[config.mk]
export PLATFORM = sky130hd
export DESIGN_NAME = serial_add_ctrl_flat
export DESIGN_NICKNAME = d
export VERILOG_FILES = /design/src/rtl/serial_add_ctrl_pkg.sv /design/src/rtl/serial_add_ctrl_if.sv /design/src/rtl/serial_add_ctrl_fa_cell.sv /design/src/rtl/serial_add_ctrl.sv /design/src/flat_wrapper.sv
export SDC_FILE = /design/constraint.sdc
export NUM_CORES = 1
export LEC_CHECK = 0
export BUFFER_PORTS_ARGS = -buffer_cell sky130_fd_sc_hd__buf_2
export CORE_MARGIN = 2
export CORE_UTILIZATION = 56
export CTS_CLUSTER_SIZE = 16
export DETAILED_ROUTE_END_ITERATION = 8
export GPL_TIMING_DRIVEN = 0
export HOLD_SLACK_MARGIN = 0.06
export PLACE_DENSITY = 0.93
export SYNTH_ARGS = -nofsm -noshare
export SYNTH_HDL_FRONTEND = slang
export SYNTH_SLANG_ARGS = --single-unit
[constraint.sdc]
create_clock -name clk -period 3.75 [get_ports clk]
set_clock_uncertainty 0.15 [all_clocks]
set_input_delay 0.5625 -clock clk [delete_from_list [all_inputs] [get_ports clk]]
set_output_delay 0.5625 -clock clk [all_outputs]
set_load 0.01 [all_outputs]
[src/rtl/serial_add_ctrl_pkg.sv]
// serial_add_ctrl_pkg
//   Shared definitions for the bit-serial adder sequencer: FSM state
//   encodings and the default operand width.
//   Optional feature macro used by this slice: SERIAL_ADD_SUB_EN.
package serial_add_ctrl_pkg;

  localparam int DEFAULT_WIDTH = 8;

  typedef enum logic [1:0] {
    ST_IDLE = 2'b00,
    ST_RUN  = 2'b01,
    ST_DONE = 2'b10
  } state_t;

endpackage

[src/rtl/serial_add_ctrl_if.sv]
// serial_add_ctrl_if
//   Request/result bundle of the bit-serial adder.
//   master : requester (drives start, a, b, cin[, sub]; sees busy, done, sum, cout)
//   slave  : serial_add_ctrl (the opposite directions)
//   With SERIAL_ADD_SUB_EN defined, a 1-bit sub request is carried as well.
interface serial_add_ctrl_if
  import serial_add_ctrl_pkg::*;
#(
  parameter int WIDTH = DEFAULT_WIDTH
);
  logic             start;
  logic [WIDTH-1:0] a;
  logic [WIDTH-1:0] b;
  logic             cin;
`ifdef SERIAL_ADD_SUB_EN
  logic             sub;
`endif
  logic             busy;
  logic             done;
  logic [WIDTH-1:0] sum;
  logic             cout;

  modport master (
`ifdef SERIAL_ADD_SUB_EN
    output sub,
`endif
    output start, a, b, cin,
    input  busy, done, sum, cout
  );

  modport slave (
`ifdef SERIAL_ADD_SUB_EN
    input  sub,
`endif
    input  start, a, b, cin,
    output busy, done, sum, cout
  );
endinterface

[src/rtl/serial_add_ctrl_fa_cell.sv]
// fa_cell
//   Combinational 1-bit full adder shared by every bit position of the
//   serial adder.
//   a, b, cin : addend bits and incoming carry
//   s, c      : sum bit and outgoing carry
module fa_cell (
  input  logic a,
  input  logic b,
  input  logic cin,
  output logic s,
  output logic c
);
  assign s = a ^ b ^ cin;
  assign c = (a & b) | (a & cin) | (b & cin);
endmodule

[src/rtl/serial_add_ctrl.sv]
// serial_add_ctrl
//   Bit-serial adder sequencer. An accepted start latches both operands and
//   the carry-in, then one full-adder cell is stepped over WIDTH cycles,
//   LSB first. The result is shifted into sum from the MSB side, so after
//   WIDTH steps bit 0 has reached position 0. A one-cycle done pulse marks
//   the result valid; sum/cout hold until the next accepted start.
//   Ports:
//     clk  : rising-edge clock
//     rst  : asynchronous active-high reset
//     bus  : serial_add_ctrl_if.slave (start, a, b, cin[, sub] in;
//            busy, done, sum, cout out)
//   Optional feature macro: SERIAL_ADD_SUB_EN -- adds bus.sub; when set on
//   the accepting edge, b is inverted as latched and the carry is forced to
//   1, producing a-b (cout=1 means no borrow).
module serial_add_ctrl
  import serial_add_ctrl_pkg::*;
#(
  parameter  int WIDTH = DEFAULT_WIDTH,
  localparam int CNT_W = $clog2(WIDTH)
) (
  input  logic                 clk,
  input  logic                 rst,
  serial_add_ctrl_if.slave     bus
);

  state_t             state_reg, state_next;
  logic [CNT_W-1:0]   cnt_reg;
  logic [WIDTH-1:0]   a_sh_reg, b_sh_reg, sum_reg;
  logic               carry_reg, cout_reg;

  logic               load, step, last_bit;
  logic               fa_s, fa_c;
  logic [WIDTH-1:0]   b_load;
  logic               carry_load;

  fa_cell u_fa (
    .a   (a_sh_reg[0]),
    .b   (b_sh_reg[0]),
    .cin (carry_reg),
    .s   (fa_s),
    .c   (fa_c)
  );

`ifdef SERIAL_ADD_SUB_EN
  // Two's-complement subtract: a + ~b + 1.
  assign b_load     = bus.sub ? ~bus.b : bus.b;
  assign carry_load = bus.sub ? 1'b1 : bus.cin;
`else
  assign b_load     = bus.b;
  assign carry_load = bus.cin;
`endif

  assign last_bit = (cnt_reg == CNT_W'(WIDTH - 1));

  always_ff @(posedge clk or posedge rst) begin
    if (rst) state_reg <= ST_IDLE;
    else     state_reg <= state_next;
  end

  // start is only looked at in IDLE, so requests during RUN/DONE are dropped.
  always_comb begin
    state_next = state_reg;
    load       = 1'b0;
    step       = 1'b0;
    case (state_reg)
      ST_IDLE: begin
        if (bus.start) begin
          load       = 1'b1;
          state_next = ST_RUN;
        end
      end
      ST_RUN: begin
        step = 1'b1;
        if (last_bit) state_next = ST_DONE;
      end
      ST_DONE: state_next = ST_IDLE;
      default: state_next = ST_IDLE;
    endcase
  end

  always_ff @(posedge clk or posedge rst) begin
    if (rst) begin
      cnt_reg   <= '0;
      a_sh_reg  <= '0;
      b_sh_reg  <= '0;
      sum_reg   <= '0;
      carry_reg <= 1'b0;
      cout_reg  <= 1'b0;
    end else if (load) begin
      cnt_reg   <= '0;
      a_sh_reg  <= bus.a;
      b_sh_reg  <= b_load;
      sum_reg   <= '0;
      carry_reg <= carry_load;
    end else if (step) begin
      cnt_reg   <= cnt_reg + 1'b1;
      a_sh_reg  <= a_sh_reg >> 1;
      b_sh_reg  <= b_sh_reg >> 1;
      sum_reg   <= {fa_s, sum_reg[WIDTH-1:1]};
      carry_reg <= fa_c;
      if (last_bit) cout_reg <= fa_c;
    end
  end

  assign bus.busy = (state_reg != ST_IDLE);
  assign bus.done = (state_reg == ST_DONE);
  assign bus.sum  = sum_reg;
  assign bus.cout = cout_reg;

endmodule

[src/flat_wrapper.sv]
// flat-port wrapper written by rule: the top's interface ports become plain ports
module serial_add_ctrl_flat import serial_add_ctrl_pkg::*;
#(
  parameter  int WIDTH = DEFAULT_WIDTH,
  localparam int CNT_W = $clog2(WIDTH)
)
  (clk, rst, bus_start, bus_a, bus_b, bus_cin, bus_busy, bus_done, bus_sum, bus_cout);
  serial_add_ctrl_if #(.WIDTH(WIDTH)) bus_i ();
  input  logic clk;
  input  logic rst;
  input wire logic [$bits(bus_i.start)-1:0] bus_start;
  input wire logic [$bits(bus_i.a)-1:0] bus_a;
  input wire logic [$bits(bus_i.b)-1:0] bus_b;
  input wire logic [$bits(bus_i.cin)-1:0] bus_cin;
  output wire logic [$bits(bus_i.busy)-1:0] bus_busy;
  output wire logic [$bits(bus_i.done)-1:0] bus_done;
  output wire logic [$bits(bus_i.sum)-1:0] bus_sum;
  output wire logic [$bits(bus_i.cout)-1:0] bus_cout;
  assign bus_i.start = bus_start;
  assign bus_i.a = bus_a;
  assign bus_i.b = bus_b;
  assign bus_i.cin = bus_cin;
  assign bus_busy = bus_i.busy;
  assign bus_done = bus_i.done;
  assign bus_sum = bus_i.sum;
  assign bus_cout = bus_i.cout;
  serial_add_ctrl #(.WIDTH(WIDTH)) u_core (.clk(clk), .rst(rst), .bus(bus_i));
endmodule
# == Yosys cells after proc, flatten, opt, wreduce, memory -nomap -nowiden ==
# Index checks and enable logic that the tools add are counted.
# op_classes
bitwise,8
n_eq_ne,5
n_reduce_logical,5
addsub,1
muxes,16
# ops
op,n
$mux 8,6
$mux 3,2
$mux 1,5
$mux 2,2
$pmux 2 s2,1
$reduce_bool 2->1,2
$add 3x1->3 const B,1
$and 1x1->1,3
$eq 3x3->1 const B,1
$reduce_and 3->1,1
$eq 2x1->1 const B,1
$eq 2x2->1 const B,1
$logic_not 2->1,1
$ne 2x1->1 const B,1
$ne 2x2->1 const B,1
$or 1x1->1,2
$reduce_and 2->1,1
$xor 1x1->1,2
$not 1->1,1
# word_totals
reg_bits,31
in_bits,20
output_inout_bits,11
wordCells,42

# == Depth between registers and ports, before layout ==
# logic_depth
word_depth,5
depth_mapped,6
ltp_nobuf,4

# == Hierarchy ==
# Synthesis repeated with hierarchy kept, for this count alone.
# hier_totals
cells_unflattened,130
area_unflattened_um2,1505.2
# by_module_without_submodules
mod,seq_area_each_um2,area_each_um2,cells_per_inst,n_inst
serial_add_ctrl,775.7,1485.2,129,1
fa_cell,0.0,20.0,1,1

# == Worst setup path after synthesis ==
# Ideal clock, no wire load.
# synth_timing
path_type,reg-to-output
start,reg u_core.state_reg[1]
end,out bus_done
path_stages_with_launch,4
required_time_ns,3.037
n_path_buf,1
arrival_ns,0.869
setup_slack_ns,2.168
cell_sequence,dfrtp_1 inv_1 buf_2 nor2_1
# synth_between
elab_chain_cells,1
# synth_rtl
element,line,rtl
start: declaration,serial_add_ctrl.sv:26,"state_t state_reg, state_next;"
start signal: assignment,serial_add_ctrl.sv:57,else state_reg <= state_next;
$eq 2x2->1,serial_add_ctrl.sv:106,assign bus.done = (state_reg == ST_DONE);
end: declaration,flat_wrapper.sv:16,output wire logic [$bits(bus_i.done)-1:0] bus_done;
# Every way passes these cells.

# == Final worst setup path ==
# Ends and elaborated chain as after synthesis.

==> flow_metrics.py <==
metrics = {
    "run_status": {
        "outcome": "finished, final reports clean",
    },
    "drt": {
        "avgViaCountPerCell": 6.29,
        "ant_nets": 0,
        "avgRoutedWirePerCell_um": 16.1,
        "firstDrtPassIters": 6,
        "routed_wirelength_mm": 3.05,
        "route.detailed.drc": 0,
        "num_vias": 1196,
        "drt_iter0_markers": 27,
    },
    "die": {
        "fp.dieH_um": 53.4,
        "start_util_pct": 60.6,
        "dieArea_um2": 2850,
        "io_pins": 31,
        "coreArea_um2": 2250,
        "row_count": 17,
        "dieWidth_um": 53.4,
    },
    "worst_setup_path": {
        "crit_fanout": 10,
        "timing.rr.end": "u_core.a_sh_reg[0]$_DFFE_PP0P_",
        "crit_arrival_ns": 1.48,
        "r2r_setup_slack_ns": 2.26,
        "reg2reg_depth": 4,
        "required_ns": 3.04,
        "critPathKind": "register to output pin",
        "end_kind": "output pin",
        "timing.rr.start": "u_core.state_reg[0]$_DFFE_PP0P_",
        "start_kind": "register",
    },
    "final_layout": {
        "syn_to_final_growth_pct": 19.5,
        "seq_area_um2": 776,
        "final_nets": 184,
        "post-route-util_pct": 72.4,
        "drive_above_1_share_pct": 30.2,
        "n_antenna_cell": 0,
        "multiInputGateArea_um2": 503,
        "fillers": 179,
    },
    "synth": {
        "yosysSeqAreaShare_pct": 56.8,
        "yosysWarnings": 0,
        "async_flop_share_pct": 100,
        "synth.net_count": 148,
        "syn_avg_cell_area_um2": 10.9,
        "synth.ff_latch_count": 31,
        "syn_area_um2": 1370,
        "syn_inst": 125,
        "yosys_most_used_dff": "dfrtp_1",
        "synth_edf_count": 0,
        "ys_types": 23,
    },
    "timing": {
        "whs_ns": 0.329,
        "finalCritPeriodShare_pct": 58.6,
        "finalSetupViolCount": 0,
        "slew_violations": 0,
        "fin_tns_setup_ns": 0,
        "tightest_slew_ns": 1.13,
        "rsz0062_at_grt": "no",
        "fin_ws_ns": 1.55,
        "hold_viol_final": 0,
        "fin_crit_ns": 2.20,
        "max_slew_margin_pct": 24.3,
        "fmax_mhz": 455,
    },
    "cts": {
        "clk_pin_slew_ns": 0.09,
        "hold_buffers": 0,
        "clock_path_buffers": 2,
        "post_cts.repair.setup_buffers": 0,
        "h-tree-depth": 2,
        "cts-buffers-inserted": 5,
        "cts_tree": "done",
        "ctsRootBufferMaster": "clkbuf_4",
        "clk_latency_ns": 0.34,
        "cts.sinks": 31,
        "cts_resized": 0,
    },
    "pwr": {
        "power.density_nw_per_um2": 866,
        "p_total_mw": 1.41,
        "p_leak_nw": 0.780,
        "peakVddDrop_mv": 0.509,
    },
    "placed_design": {
        "dpl_worst_slack_ns": 1.95,
        "numPortBuffers": 29,
        "hpwl_mm": 2.10,
        "place_congestion": 0.732,
    },
    "worst_hold_path": {
        "whs_path_depth": 3,
        "hold_path_end": "u_core.b_sh_reg[7]$_DFFE_PP0P_",
        "min_from": "bus_b[7]",
        "hold_class": "input port to register",
    },
    "run": {
        "max-cap-violations": 0,
    },
    "global_routing": {
        "grt_pass1_wl_mm": 5.23,
        "antenna_found_initial": 0,
        "grt_max_degree": 32,
        "grt_pass1_vias": 1170,
        "grt_util_all_layers_pct": 26.5,
        "overflow": 0,
    },
}
## routing by layer
metal | track usage, % | part of all wire, % | vias to the layer above
met2 | 43.4 | 52 | 54
met5 | 0 | 0 | -
met3 | 8.19 | 6.3 | 11
li1 | - | - | 543
met1 | 30.5 | 40 | 588
met4 | 14.5 | 2.6 | 0
## worst max-delay path by stage
stage	end	cells past startpoint	slack (ns)	from
2_1_floorplan	bus_done	3	2.17	u_core.state_reg[1]$_DFFE_PP0P_
3_3_place_gp	bus_done	4	2.00	u_core.state_reg[1]$_DFFE_PP0P_
3_5_place_dp	bus_done	4	1.95	u_core.state_reg[1]$_DFFE_PP0P_
4_1_cts	bus_done	4	1.57	u_core.state_reg[1]$_DFFE_PP0P_
5_1_grt	bus_done	4	1.46	u_core.state_reg[1]$_DFFE_PP0P_
6_report	bus_done	4	1.55	u_core.state_reg[1]$_DFFE_PP0P_
## logic make-up after synthesis
| kind of cell | count (synthesis) | share of synthesized area, % |
|---|---|---|
| buf+inv | 16 | 6.41 |
| simple gates | 13 | 5.31 |
| compound gates | 62 | 28.2 |
| fa+ha+maj | 3 | 3.30 |
| flops | 31 | 56.8 |
## synthesized netlist by cell type (2+ instances only)
library cell | count | share of area (%)
inv_1 | 6 | 1.6
buf_2 | 4 | 1.5
nor2_1 | 2 | 0.55
o22ai_1 | 28 | 13
dfrtp_1 | 31 | 57
nand2_1 | 4 | 1.1
o21ai_0 | 6 | 2.2
a21oi_1 | 17 | 6.2
ha_1 | 2 | 1.8
a22o_1 | 9 | 5.8
buf_4 | 4 | 2.2
## per-stage QoR
stage          cells  cell area (um2)
6_report         190             1630
4_1_cts          190             1630
3_3_place_gp     182             1550
2_1_floorplan    125             1370
3_5_place_dp     182             1550
5_1_grt          190             1630
## power by group
part | switching (mW) | leakage, nW | internal (mW)
Sequential | 0.112 | 0.375 | 0.485
Combinational | 0.287 | 0.357 | 0.256
Clock | 0.116 | 0.0482 | 0.157
Total | 0.515 | 0.780 | 0.898
## cells in the final DEF, fill, tap and decap left out, types with 2 or more instances in the layout
cell	instances
buf_4	4
inv_1	6
clkbuf_4	5
dfrtp_1	31
nand2_1	4
nor2_1	2
o21ai_0	6
a22o_1	9
o22ai_1	28
buf_2	33
ha_1	2
a21oi_1	17
## worst max-delay path, stage by stage (launching register included)
cell,delay (ns)
dfrtp_1,0.50
inv_1,0.16
buf_2,0.22
nor2_1,0.13
buf_2,0.14
## cell type report
cell class,instances,share of cell area (%)
Sequential cell,31,47.5
Multi-Input combinational cell,78,30.8
Timing Repair Buffer,29,8.89
Buffer,10,3.98
Clock buffer,6,3.14
Clock inverter,2,2.15
Tap cell,28,2.15
Inverter,6,1.38
Power figures use the tool's default switching activity.
